==> config.mk <==
export PLATFORM = sky130hd
export DESIGN_NAME = sfx_voice_scheduler
export DESIGN_NICKNAME = d
export VERILOG_FILES = /design/src/rtl/sfx_pkg.sv /design/src/rtl/sfx_voice_slot.sv /design/src/rtl/sfx_voice_scheduler.sv
export SDC_FILE = /design/constraint.sdc
export NUM_CORES = 1
export LEC_CHECK = 0
export CAP_MARGIN = 20
export CORE_MARGIN = 10
export CORE_UTILIZATION = 59
export CTS_CLUSTER_DIAMETER = 50
export CTS_CLUSTER_SIZE = 8
export DETAILED_ROUTE_END_ITERATION = 6
export GPL_TIMING_DRIVEN = 0
export PLACE_DENSITY_LB_ADDON = 0.12
export REMOVE_ABC_BUFFERS = 1
export SYNTH_ARGS = -nofsm -noshare
export SYNTH_HDL_FRONTEND = slang
export SYNTH_SLANG_ARGS = --single-unit
==> constraint.sdc <==
create_clock -name clk -period 10 [get_ports clk]
set_input_delay 2 -clock clk [delete_from_list [all_inputs] [get_ports clk]]
set_output_delay 2 -clock clk [all_outputs]
set_load 0.02 [all_outputs]
==> src/rtl/sfx_pkg.sv <==
// Shared types and widths for the discrete sound-effect voice scheduler.
// Voice FSM state encoding plus sample/timer widths.
package sfx_pkg;

   localparam int SFX_SAMPLE_W = 16;
   localparam int SFX_TIMER_W  = 16;

   typedef enum logic [1:0] {
      IDLE    = 2'd0,
      ACTIVE  = 2'd1,
      RELEASE = 2'd2
   } voice_state_t;

endpackage

==> src/rtl/sfx_voice_slot.sv <==
// One voice: IDLE/ACTIVE/RELEASE FSM with minimum on-time and decay tail.
// All state advances only on the shared sample tick.
module sfx_voice_slot
   import sfx_pkg::*;
#(
   parameter int MIN_ON_TICKS = 1452,
   parameter int TAIL_TICKS   = 1344
) (
   input  logic clk,
   input  logic reset,
   input  logic tick,
   input  logic req,
   input  logic grant,
   input  logic preempt,
   input  logic trig_level,
   output logic occupied,
   output logic en
);

   localparam logic [SFX_TIMER_W-1:0] ON_LOAD   = SFX_TIMER_W'(MIN_ON_TICKS - 1);
   localparam logic [SFX_TIMER_W-1:0] TAIL_LOAD = SFX_TIMER_W'(TAIL_TICKS - 1);

   voice_state_t           state_q, state_d;
   logic [SFX_TIMER_W-1:0] on_q, on_d;
   logic [SFX_TIMER_W-1:0] tail_q, tail_d;

   // State and timers move only on ticks; reset wins over the tick.
   always_ff @(posedge clk) begin
      if (reset) begin
         state_q <= IDLE;
         on_q    <= '0;
         tail_q  <= '0;
      end else if (tick) begin
         state_q <= state_d;
         on_q    <= on_d;
         tail_q  <= tail_d;
      end
   end

   // Next state: pre-emption overrides everything else in the slot.
   always_comb begin
      state_d = state_q;
      on_d    = on_q;
      tail_d  = tail_q;
      if (preempt) begin
         state_d = IDLE;
      end else begin
         unique case (state_q)
            IDLE: begin
               if (grant) begin
                  state_d = ACTIVE;
                  on_d    = ON_LOAD;
               end
            end
            ACTIVE: begin
               if (req) begin
                  on_d = ON_LOAD;
               end else if (on_q != '0) begin
                  on_d = on_q - 1'b1;
               end else if (!trig_level) begin
                  state_d = RELEASE;
                  tail_d  = TAIL_LOAD;
               end
            end
            RELEASE: begin
               if (req) begin
                  state_d = ACTIVE;
                  on_d    = ON_LOAD;
               end else if (tail_q != '0) begin
                  tail_d = tail_q - 1'b1;
               end else begin
                  state_d = IDLE;
               end
            end
            default: state_d = IDLE;
         endcase
      end
   end

   assign occupied = (state_q != IDLE);
   assign en       = (state_q == ACTIVE);

endmodule

==> src/rtl/sfx_voice_scheduler.sv <==
// Sound-latch voice scheduler: edge detect, priority/pre-emption, mixing.
// Lower voice index always wins; the mix is saturated to 16 bits.
module sfx_voice_scheduler
   import sfx_pkg::*;
#(
   parameter int NUM_VOICES   = 4,
   parameter int MAX_ACTIVE   = 2,
   parameter int MIN_ON_TICKS = 1452,
   parameter int TAIL_TICKS   = 1344,
   parameter int GAIN_SHIFT   = 1
) (
   input  logic                               clk,
   input  logic                               reset,
   input  logic                               clk_48KHz_en,
   input  logic [NUM_VOICES-1:0]              trig,
   input  logic [SFX_SAMPLE_W*NUM_VOICES-1:0] voice_audio,
   output logic [NUM_VOICES-1:0]              voice_en,
   output logic [SFX_SAMPLE_W-1:0]            audio_out,
   output logic                               busy
);

   localparam int SUM_W = SFX_SAMPLE_W + $clog2(NUM_VOICES);
   localparam int CNT_W = $clog2(NUM_VOICES + 1);

   logic [NUM_VOICES-1:0]   trig_q;
   logic [NUM_VOICES-1:0]   req;
   logic [NUM_VOICES-1:0]   grant;
   logic [NUM_VOICES-1:0]   preempt;
   logic [NUM_VOICES-1:0]   occupied;
   logic [NUM_VOICES-1:0]   occ_w;
   logic [CNT_W-1:0]        cnt_w;
   logic                    found;
   logic [SUM_W-1:0]        sum;
   logic [SUM_W-1:0]        shifted;
   logic [SFX_SAMPLE_W-1:0] mix_sat;

   assign req = trig & ~trig_q;

   // Resolve requests in index order against the running occupancy.
   always_comb begin
      grant   = '0;
      preempt = '0;
      occ_w   = occupied;
      cnt_w   = '0;
      found   = 1'b0;
      for (int i = 0; i < NUM_VOICES; i++) begin
         cnt_w = cnt_w + CNT_W'(occupied[i]);
      end
      for (int i = 0; i < NUM_VOICES; i++) begin
         if (req[i] && !occupied[i] && !preempt[i]) begin
            if (cnt_w < CNT_W'(MAX_ACTIVE)) begin
               grant[i] = 1'b1;
               occ_w[i] = 1'b1;
               cnt_w    = cnt_w + 1'b1;
            end else begin
               found = 1'b0;
               for (int j = NUM_VOICES - 1; j >= 0; j--) begin
                  if (j > i && !found && occ_w[j]) begin
                     found      = 1'b1;
                     preempt[j] = 1'b1;
                     occ_w[j]   = 1'b0;
                  end
               end
               if (found) begin
                  grant[i] = 1'b1;
                  occ_w[i] = 1'b1;
               end
            end
         end
      end
   end

   for (genvar g = 0; g < NUM_VOICES; g++) begin : g_slot
      sfx_voice_slot #(
         .MIN_ON_TICKS (MIN_ON_TICKS),
         .TAIL_TICKS   (TAIL_TICKS)
      ) u_slot (
         .clk        (clk),
         .reset      (reset),
         .tick       (clk_48KHz_en),
         .req        (req[g]),
         .grant      (grant[g]),
         .preempt    (preempt[g]),
         .trig_level (trig[g]),
         .occupied   (occupied[g]),
         .en         (voice_en[g])
      );
   end

   // Sum the voices occupied before this tick's update, then saturate.
   always_comb begin
      sum = '0;
      for (int i = 0; i < NUM_VOICES; i++) begin
         if (occupied[i]) begin
            sum = sum + SUM_W'(voice_audio[SFX_SAMPLE_W*i +: SFX_SAMPLE_W]);
         end
      end
      shifted = sum >> GAIN_SHIFT;
      mix_sat = (shifted > SUM_W'(16'hFFFF)) ? 16'hFFFF : shifted[SFX_SAMPLE_W-1:0];
   end

   // Trig history and mixed sample update on ticks only.
   always_ff @(posedge clk) begin
      if (reset) begin
         trig_q    <= '0;
         audio_out <= '0;
      end else if (clk_48KHz_en) begin
         trig_q    <= trig;
         audio_out <= mix_sat;
      end
   end

   assign busy = |occupied;

endmodule
**Word-level counts from Yosys, hierarchy flattened**

Index checks and enable logic that the tools add are counted.

- Bits in registers: 156
- Input bits: 71
- Output and inout port bits: 21
- Logic and storage cells: 291

- Add/sub/neg operators: 17
- Order comparisons: 5
- Equal/unequal tests: 56
- Mux-type cells: 137
- Bitwise gates (word level): 5
- Reductions and logical operators: 57

Operators with widths:

| operator | number |
|---|---|
| $mux W16 | 38 |
| $pmux W16 S3 | 4 |
| $pmux W16 S2 | 4 |
| $reduce_bool A16 Y1 | 8 |
| $sub A16 B1 Y16 const B | 8 |
| $mux W2 | 30 |
| $add A18 B16 Y18 | 3 |
| $mux W18 | 3 |
| $mux W1 | 43 |
| $reduce_and A6 Y1 | 7 |
| $ne A2 B2 Y1 const B | 20 |
| $mux W3 | 10 |
| $ne A3 B2 Y1 const B | 9 |
| $pmux W2 S3 | 4 |
| $reduce_and A8 Y1 | 3 |
| $gt A17 B16 Y1 const B | 1 |
| $ne A2 B1 Y1 const B | 8 |
| $reduce_bool A2 Y1 | 8 |
| $ne A3 B3 Y1 const B | 5 |
| $lt A3 B2 Y1 const B | 4 |
| $ne A4 B3 Y1 const B | 3 |
| $reduce_bool A3 Y1 | 4 |
| $logic_and A1 B1 Y1 | 10 |
| $logic_not A1 Y1 | 10 |
| other kinds (15) | 30 |

**Longest topological paths before layout**

Gate-level depths: netlist (run 1).

- Depth in word-level cells: 40
- Gate-level depth with buffers: 33
- Mapped depth without buffers: 29

**Hierarchy**

Synthesis (run 1) repeated with hierarchy kept, for this count alone.

- Cells, all modules: 1,529
- Area, all modules: 12,424.4 µm²

By module, submodules not included:

| module | instances | cells each | area each (µm²) | sequential area each (µm²) |
|---|---|---|---|---|
| sfx_voice_slot (g_slot[0].u_slot ...) | 2 | 241 | 2,140.8 | 680.7 |
| sfx_voice_slot (g_slot[2].u_slot ...) | 2 | 243 | 2,052.0 | 680.7 |
| sfx_voice_scheduler | 1 | 561 | 4,038.9 | 400.4 |

**Worst setup path after synthesis (run 1)**

Ideal clock, no wire load.

- Kind: input-to-reg
- Start: input voice_audio[0]
- End: register audio_out[13]
- Setup time: 0.133 ns
- Arrival: 7.735 ns
- Required time: 9.867 ns
- Setup slack: 2.132 ns
- Stages on the path: 30
- Path buffers: 2
- Path through: o21ai_0 -> inv_1 -> ha_1 -> fa_1 -> maj3_1 -> a41o_1 -> a31oi_1 -> o21ai_0 -> a21oi_1 -> xnor2_1 -> ha_1 -> o21a_1 -> o21ai_0 -> a21oi_1 -> o31a_1 -> or3_1 -> nand3_1 -> o31ai_1 -> ha_1 -> clkbuf_1 -> and4_1 -> and4_1 -> a32oi_1 -> nand2_1 -> o211ai_1 -> nand2_1 -> and4b_1 -> a311oi_2 -> buf_2 -> a311oi_1

- Cells in the longest elaborated chain, start to end: 9

RTL lines:

| what | line | RTL |
|---|---|---|
| start: declaration | sfx_voice_scheduler.sv:16 | `input logic [SFX_SAMPLE_W*NUM_VOICES-1:0] voice_audio,` |
| $mux W16 * | sfx_voice_scheduler.sv:94 | `if (occupied[i]) begin` |
| $add A18 B16 Y18 | sfx_voice_scheduler.sv:95 | `sum = sum + SUM_W'(voice_audio[SFX_SAMPLE_W*i +: SFX_SAMPLE_W]);` |
| $mux W18 * | sfx_voice_scheduler.sv:94 |  |
| $add A18 B16 Y18 | sfx_voice_scheduler.sv:95 |  |
| $mux W18 * | sfx_voice_scheduler.sv:94 |  |
| $add A18 B16 Y18 | sfx_voice_scheduler.sv:95 |  |
| $mux W18 * | sfx_voice_scheduler.sv:94 |  |
| $gt A17 B16 Y1 | sfx_voice_scheduler.sv:99 | `mix_sat = (shifted > SUM_W'(16'hFFFF)) ? 16'hFFFF : shifted[SFX_SAMPLE_W-1:0];` |
| $mux W16 * | sfx_voice_scheduler.sv:99 |  |
| end signal: assignment | sfx_voice_scheduler.sv:109 | `audio_out <= mix_sat;` |
| end: declaration | sfx_voice_scheduler.sv:18 | `output logic [SFX_SAMPLE_W-1:0] audio_out,` |

Every way passes the cells marked *; elsewhere a longest branch is shown, timed or not.
A chain may end at the register's enable or synchronous reset.

**Worst setup path after layout (run 1)**

- Start: input voice_audio[0]
- End: register audio_out[9]

Same word-level chain as after synthesis.

==> results.md, run 1 <==
- Final cell count without fillers: between 1500 and 2000
- Pwr dens: 191.0 nW/µm²
- EDFF count, synth: 0
- Crit path largest cell delay: between 0.5 and 0.6 ns
- Placement-stage cell area: between 10000 and 15000 µm²
- CTS tree: built
- Total die area: approximately 24000 µm²
- Vias/cell: ~6
- Site Rows: slightly below 50
- # nets final: 1605
- Sequential area share after synthesis: 0.2883
- Tcrit/Tclk final: 0.9020
- ANT cells: 0
- Die height: 155.5 µm
- Hpwl dp: 19390 µm
- Reg2reg end: audio_out[9]
- Synth Register Bits: 156
- Core region area: 18020 µm²
- Hold path cells: 2
- Vias in the first global route: 9676
- Min-delay src: g_slot[2].u_slot.on_q[12]
- Peak supply drop: 0.0001666 V
- Maximum clock path buffer count: 2
- WL per Instance: 15.64 µm
- Crit. Startpoint: voice_audio[0]
- Crit path max fanout: 10
- Worst setup EP type: flop
- Count of cell types in the netlist: 77
- Status: completed
- Setup violators final: 0
- Hold crit path type: flop to flop
- Input/output buffers: 91
- Hold_buf cts: 0
- Min Tclk post-route: between 9 and 10 ns
- Post-Route WL: 26820 µm
- Max cap viols: 0
- Least-Margin Pin Slew: between 1 and 1.5 ns
- Slew Limit Fails: 0
- DR DRC count: 0
- CP Data Required Time: 10.29 ns
- Slew HR: 0.2439
- Crit-path slowest cell: a311oi_2
- Later-pin clock latency in the skew report: ~0.43 ns
- IO Count: between 90 and 100
- DIE WIDTH: 155.5 µm
- All-Layer GR Usage: 0.2173
- CTS Sinks: 156
- Multi-input logic area: 7198 µm²
- Antenna-violating nets left: 0
- Layout cells sized above 1: 0.04643
- Area Growth Syn to Fin: 14.74%
- FILL cells: 1545
- Grt ovf: 0
- Post-Syn Area: 10830 µm²
- PostCTS Resize Cnt: 0
- Most common cell on crit path: o21ai_0
- Worst min-delay path endpoint: g_slot[2].u_slot.on_q[12]
- Setup TNS: 0 ns
- CP Data Arrival Time: between 9 and 10 ns
- CP startpoint kind: primary input
- Num CTS Buffers: 17
- H-tree levels: 4
- Ys flop type: dfxtp_1
- Fmax: 0.1109 GHz
- Final hold vios: 0
- Pre-Repair DR Iteration Count: 5
- First-pass GRT wire length: 45080 µm
- Via count: 10410
- R2R depth: 29
- Setup Skew: ~0.010 ns
- Post CTS Setup Buffer Count: 0
- DR iter-0 viols: about 570
- Final instance area: 12430 µm²
- Synth Area per Inst: 7.629 µm²
- Synthesized instance count: 1420
- Initial antenna violation count: 1
- CTS root buf: clkbuf_16
- R2R Setup Slk: 2.27 ns
- Lkg Pwr: 4.828 nW
- Reg clk slew, reported paths: 0.06 ns
- CP Class: primary input to flop
- Starting Density: 0.6010
- Final Wtd Congestion: 0.9199
- RSZ-0062 raised after global routing: false
- Synthesis Warnings: 0
- Crit Reg-Reg Startpoint: g_slot[0].u_slot.state_q[1]
- Largest net degree at the start of global routing: between 80 and 90
- Dpl cells: about 1700
- Post-synth ARST share: 0
- Register area: around 3100 µm²
[worst max-delay path, delay by kind of cell]
family	cells	cell delay [ns]
xor+xnor	1	0.18
compound gates	15	3.41
simple gates	6	1.09
buf+inv	3	0.77
fa+ha+maj	5	1.86
[report_power, final]
group          switching, W  internal, W  total (W)
Clock              0.000284     0.000361   0.000645
Combinational      0.000575     0.000417   0.000992
Sequential        0.0000568     0.000680   0.000737
Total              0.000915      0.00146    0.00237
[registers in the layout, indices dropped and copies added, names as in the netlist]
signal and flops:
trig_q 4, g_slot.u_slot.on_q 64, g_slot.u_slot.state_q 8, audio_out 16, g_slot.u_slot.tail_q 64
[cell usage in the layout, fill, tap and decap left out, types with 7 or more instances in the layout]
cell / synthesis / final
o211ai_1: 12 / 12
nand2_1: 93 / 93
nand4_1: 8 / 8
o21a_1: 11 / 11
dfxtp_1: 156 / 156
nand3b_1: 8 / 8
nor2b_1: 15 / 15
clkbuf_16: 0 / 17
xor2_1: 35 / 35
o21bai_1: 8 / 8
nor2_1: 210 / 210
xnor2_1: 54 / 54
a311oi_1: 41 / 41
o31ai_1: 12 / 12
a21o_1: 13 / 13
nand3_1: 24 / 24
a211oi_1: 27 / 27
a211o_1: 7 / 7
nand2b_1: 24 / 24
nor3_1: 55 / 55
nor4_1: 16 / 16
mux2i_1: 11 / 11
or3_1: 45 / 45
ha_1: 57 / 57
inv_1: 65 / 65
and2_1: 19 / 19
o21ai_0: 77 / 77
a21oi_1: 121 / 121
or4_1: 14 / 14
a31oi_1: 11 / 11
clkdlybuf4s50_1: 0 / 89
[cell type report]
type                       count  area share
multi-input combinational   1133      0.5791
timing repair buffer          99     0.07952
tap                          229     0.02305
inverter                      66     0.01993
sequential                   156      0.2513
clock buffer                  19     0.03644
clock inverter                13     0.01067
[cells in the mapped netlist (11+ instances only)]
master,number,share of area
nor2_1,210,0.073
dfxtp_1,156,0.29
a21oi_1,121,0.056
nand2_1,93,0.032
o21ai_0,77,0.036
inv_1,65,0.023
ha_1,57,0.066
nor3_1,55,0.025
clkbuf_1,54,0.019
xnor2_1,54,0.044
or3_1,45,0.026
a311oi_1,41,0.033
xor2_1,35,0.028
a211oi_1,27,0.019
nand2b_1,24,0.014
nand3_1,24,0.011
and2_1,19,0.011
nor4_1,16,0.0092
nor2b_1,15,0.0087
or4_1,14,0.0097
a21o_1,13,0.0090
o211ai_1,12,0.0083
o31ai_1,12,0.0083
a31oi_1,11,0.0064
mux2i_1,11,0.010
o21a_1,11,0.0076
[logic make-up after synthesis]
family	after synthesis	synth area share
compound gates	392	0.2385
xor+xnor	89	0.07196
flops	156	0.2883
simple gates	570	0.2608
mux	16	0.01536
fa+ha+maj	66	0.07785
buf+inv	131	0.04724
[worst max-delay path by stage]
stage | to | slack (ns) | cells after the start
after global routing | audio_out[9] | 0.51 | 30
after floorplan | audio_out[11] | 2.06 | 28
after CTS | audio_out[9] | 1.16 | 30
after global placement | audio_out[13] | 0.29 | 29
after detailed placement | audio_out[9] | 0.76 | 30
final | audio_out[9] | 0.98 | 30
[stage by stage]
stage / hold WS [ns] / worst slack [ns] / utilization / total power (W)
final: 0.4790 / 0.9801 / 0.6896 / 0.002374
after detailed placement: 0.4668 / 0.7643 / 0.6564 / 0.001722
after global placement: 0.4626 / 0.2908 / 0.6528 / 0.001700
after CTS: 0.4810 / 1.158 / 0.6889 / 0.002370
after floorplan: 0.4340 / 2.056 / - / 0.001476
after global routing: 0.5008 / 0.5074 / 0.6896 / 0.002542
[routing by layer]
metal	wire, µm	track usage	vias up	share of wire
met5	19	0	-	0.00071
met4	533	0.06595	2	0.020
li1	-	-	5281	-
met2	12440	0.3610	231	0.46
met1	12460	0.2767	4855	0.46
met3	1358	0.04549	39	0.051
Note: power is estimated with default switching activity, not from simulation.
==> run 2, diff against run 1 <==
--- a/config.mk
+++ b/config.mk
@@ -6,7 +6,6 @@
 export NUM_CORES = 1
 export LEC_CHECK = 0
 export CAP_MARGIN = 20
-export CORE_MARGIN = 10
 export CORE_UTILIZATION = 59
 export CTS_CLUSTER_DIAMETER = 50
 export CTS_CLUSTER_SIZE = 8
@@ -14,6 +13,7 @@
 export GPL_TIMING_DRIVEN = 0
 export PLACE_DENSITY_LB_ADDON = 0.12
 export REMOVE_ABC_BUFFERS = 1
+export SLEW_MARGIN = 25
 export SYNTH_ARGS = -nofsm -noshare
 export SYNTH_HDL_FRONTEND = slang
 export SYNTH_SLANG_ARGS = --single-unit
==> run 2 against run 1 <==
Against the previous run: count of clock-buffer cells in the layout decreased by 2; worst hold slack got worse by 0.0057 ns; sequential power about the same; critical path depth decreased by 1; clock power increased by 3.1%; global-route usage increased by 6.3 points; sequential cell count unchanged; setup slack got worse by 0.056 ns; maximum frequency decreased by 0.62%; critical endpoint is now audio_out[7]; highest routed layer is now met4; routed wire length decreased by 2.6%.
==> results.md, run 2 (synthesized netlist as in run 1, its figures left out) <==
- Final worst slack: 0.9241 ns
- R2R Setup Slk: 2.23 ns
- Most common cell after layout, fill and taps aside: nor2_1
- Core region area: 17960 µm²
- Hold crit path type: flop to flop
- Slew HR: 0.3808
- Vias in the first global route: 9152
- Pwr dens: 192.9 nW/µm²
- Reg2reg end: audio_out[7]
- Initial antenna violation count: 0
- Area Growth Syn to Fin: 15.04%
- Most common cell on crit path: o21ai_0
- CP Data Required Time: 10.26 ns
- Setup Skew: roughly 0.0094 ns
- Cell family with the largest share of critical-path delay: compound AO/OA/AOI/OAI gates
- Antenna-violating nets left: 0
- Setup violators final: 0
- Fmax: 0.1102 GHz
- Hold_buf cts: 0
- ANT cells: 0
- Slew Limit Fails: 0
- Setup TNS: 0 ns
- CTS Sinks: 156
- Maximum clock path buffer count: 2
- All-Layer GR Usage: 0.2800
- Hold path cells: 1
- CTS root buf: clkbuf_16
- DR iter-0 viols: 732
- Via count: roughly 10000
- Total die area: 18910 µm²
- Worst min-delay path endpoint: g_slot[2].u_slot.on_q[10]
- Total Power: 0.002404 W
- Met1 Use GR: 0.3811
- Commonest cells after routing, fill and taps aside: nor2_1 (207), dfxtp_1 (156), a21oi_1 (121), nand2_1 (93), clkdlybuf4s50_1 (89)
- DIE WIDTH: 137.5 µm
- Lkg Pwr: slightly below 5 nW
- CTS tree: built
- Reg clk slew, reported paths: 0.07 ns
- PostCTS Resize Cnt: 0
- Pre-CTS setup slack: 0.6651 ns
- Die height: 137.5 µm
- DR DRC count: 0
- Min-delay src: g_slot[2].u_slot.on_q[10]
- Site Rows: 49
- # nets final: 1599
- CP startpoint kind: primary input
- Largest registers: g_slot.u_slot.on_q (64), g_slot.u_slot.tail_q (64), audio_out (16)
- First-pass GRT wire length: approximately 43000 µm
- CP Class: primary input to flop
- WHS: 0.4732 ns
- Vias/cell: 6.070
- FILL cells: 1491
- Peak supply drop: approximately 0.00016 V
- Final core occ: 0.6937
- Crit path max fanout: 16
- CP Data Arrival Time: 9.34 ns
- R2R depth: 28
- Grt ovf: 0
- RSZ-0062 raised after global routing: false
- Post CTS Setup Buffer Count: 0
- Final hold vios: 0
- Later-pin clock latency in the skew report: 0.44 ns
- H-tree levels: 4
- IO Count: 92
- Crit path largest cell delay: 0.69 ns
- Status: completed
- Global-route met2 utilization: 0.4511
- Crit-path slowest cell: a311oi_4
- Worst setup EP type: flop
- Min Tclk post-route: between 9 and 10 ns
- Worst Path Buf+Inv: 2
- Met3 Track Usage GR: 0.03863
- Largest net degree at the start of global routing: 96
- Hpwl dp: 18630 µm
- WL per Instance: between 15 and 20 µm
- Final Wtd Congestion: 0.9382
- Crit Reg-Reg Startpoint: g_slot[0].u_slot.state_q[1]
- Tcrit/Tclk final: 0.9076
- Layout cells sized above 1: 0.04730
- GRT busiest layer: met2
- Max cap viols: 0
- Least-Margin Pin Slew: around 0.93 ns
- Num CTS Buffers: 17
- Input/output buffers: 91
- Starting Density: 0.6031
- Post-Route WL: 26130 µm
- Pre-Repair DR Iteration Count: 5
[run 2: through the flow]
step / cell area (µm²) / instances
5_1_grt: 12460 / 1709
6_report: 12460 / 1709
4_1_cts: 12450 / 1709
2_1_floorplan: 10570 / 1355
3_3_place_gp: 11770 / 1675
3_5_place_dp: 11850 / 1677
[run 2: worst max path at each step]
stage	start	end	slack [ns]	cells after the start
after global routing	voice_audio[0]	audio_out[9]	0.46	29
after floorplan	voice_audio[0]	audio_out[11]	2.06	28
after detailed placement	voice_audio[0]	audio_out[12]	0.67	29
final	voice_audio[0]	audio_out[7]	0.92	29
after global placement	voice_audio[0]	audio_out[9]	0.32	29
after CTS	voice_audio[0]	audio_out[7]	1.06	29
[run 2: layout make-up]
cell class / count / area [µm²] / area share
Clock buffer: 17 / 425.4 / 0.03414
Clock inverter: 15 / 176.4 / 0.01416
Inverter: 66 / 247.7 / 0.01988
Multi-Input combinational cell: 1133 / 7241 / 0.5810
Sequential cell: 156 / 3123 / 0.2506
Tap cell: 229 / 286.5 / 0.02299
Timing Repair Buffer: 93 / 962.2 / 0.07721
[run 2: routing by layer]
| layer | routed length, µm | part of all wire |
|---|---|---|
| met1 | 12550 | 0.48 |
| met2 | 12000 | 0.46 |
| met3 | 1109 | 0.042 |
| met4 | 466 | 0.018 |
| met5 | 0 | 0 |
[run 2: power breakdown]
group,switching (W),total (W),leakage (nW),internal [W]
registers,0.0000555,0.000736,1.27,0.000680
clock network,0.000288,0.000665,0.298,0.000377
logic,0.000587,0.00100,3.27,0.000417
total,0.000931,0.00240,4.84,0.00147
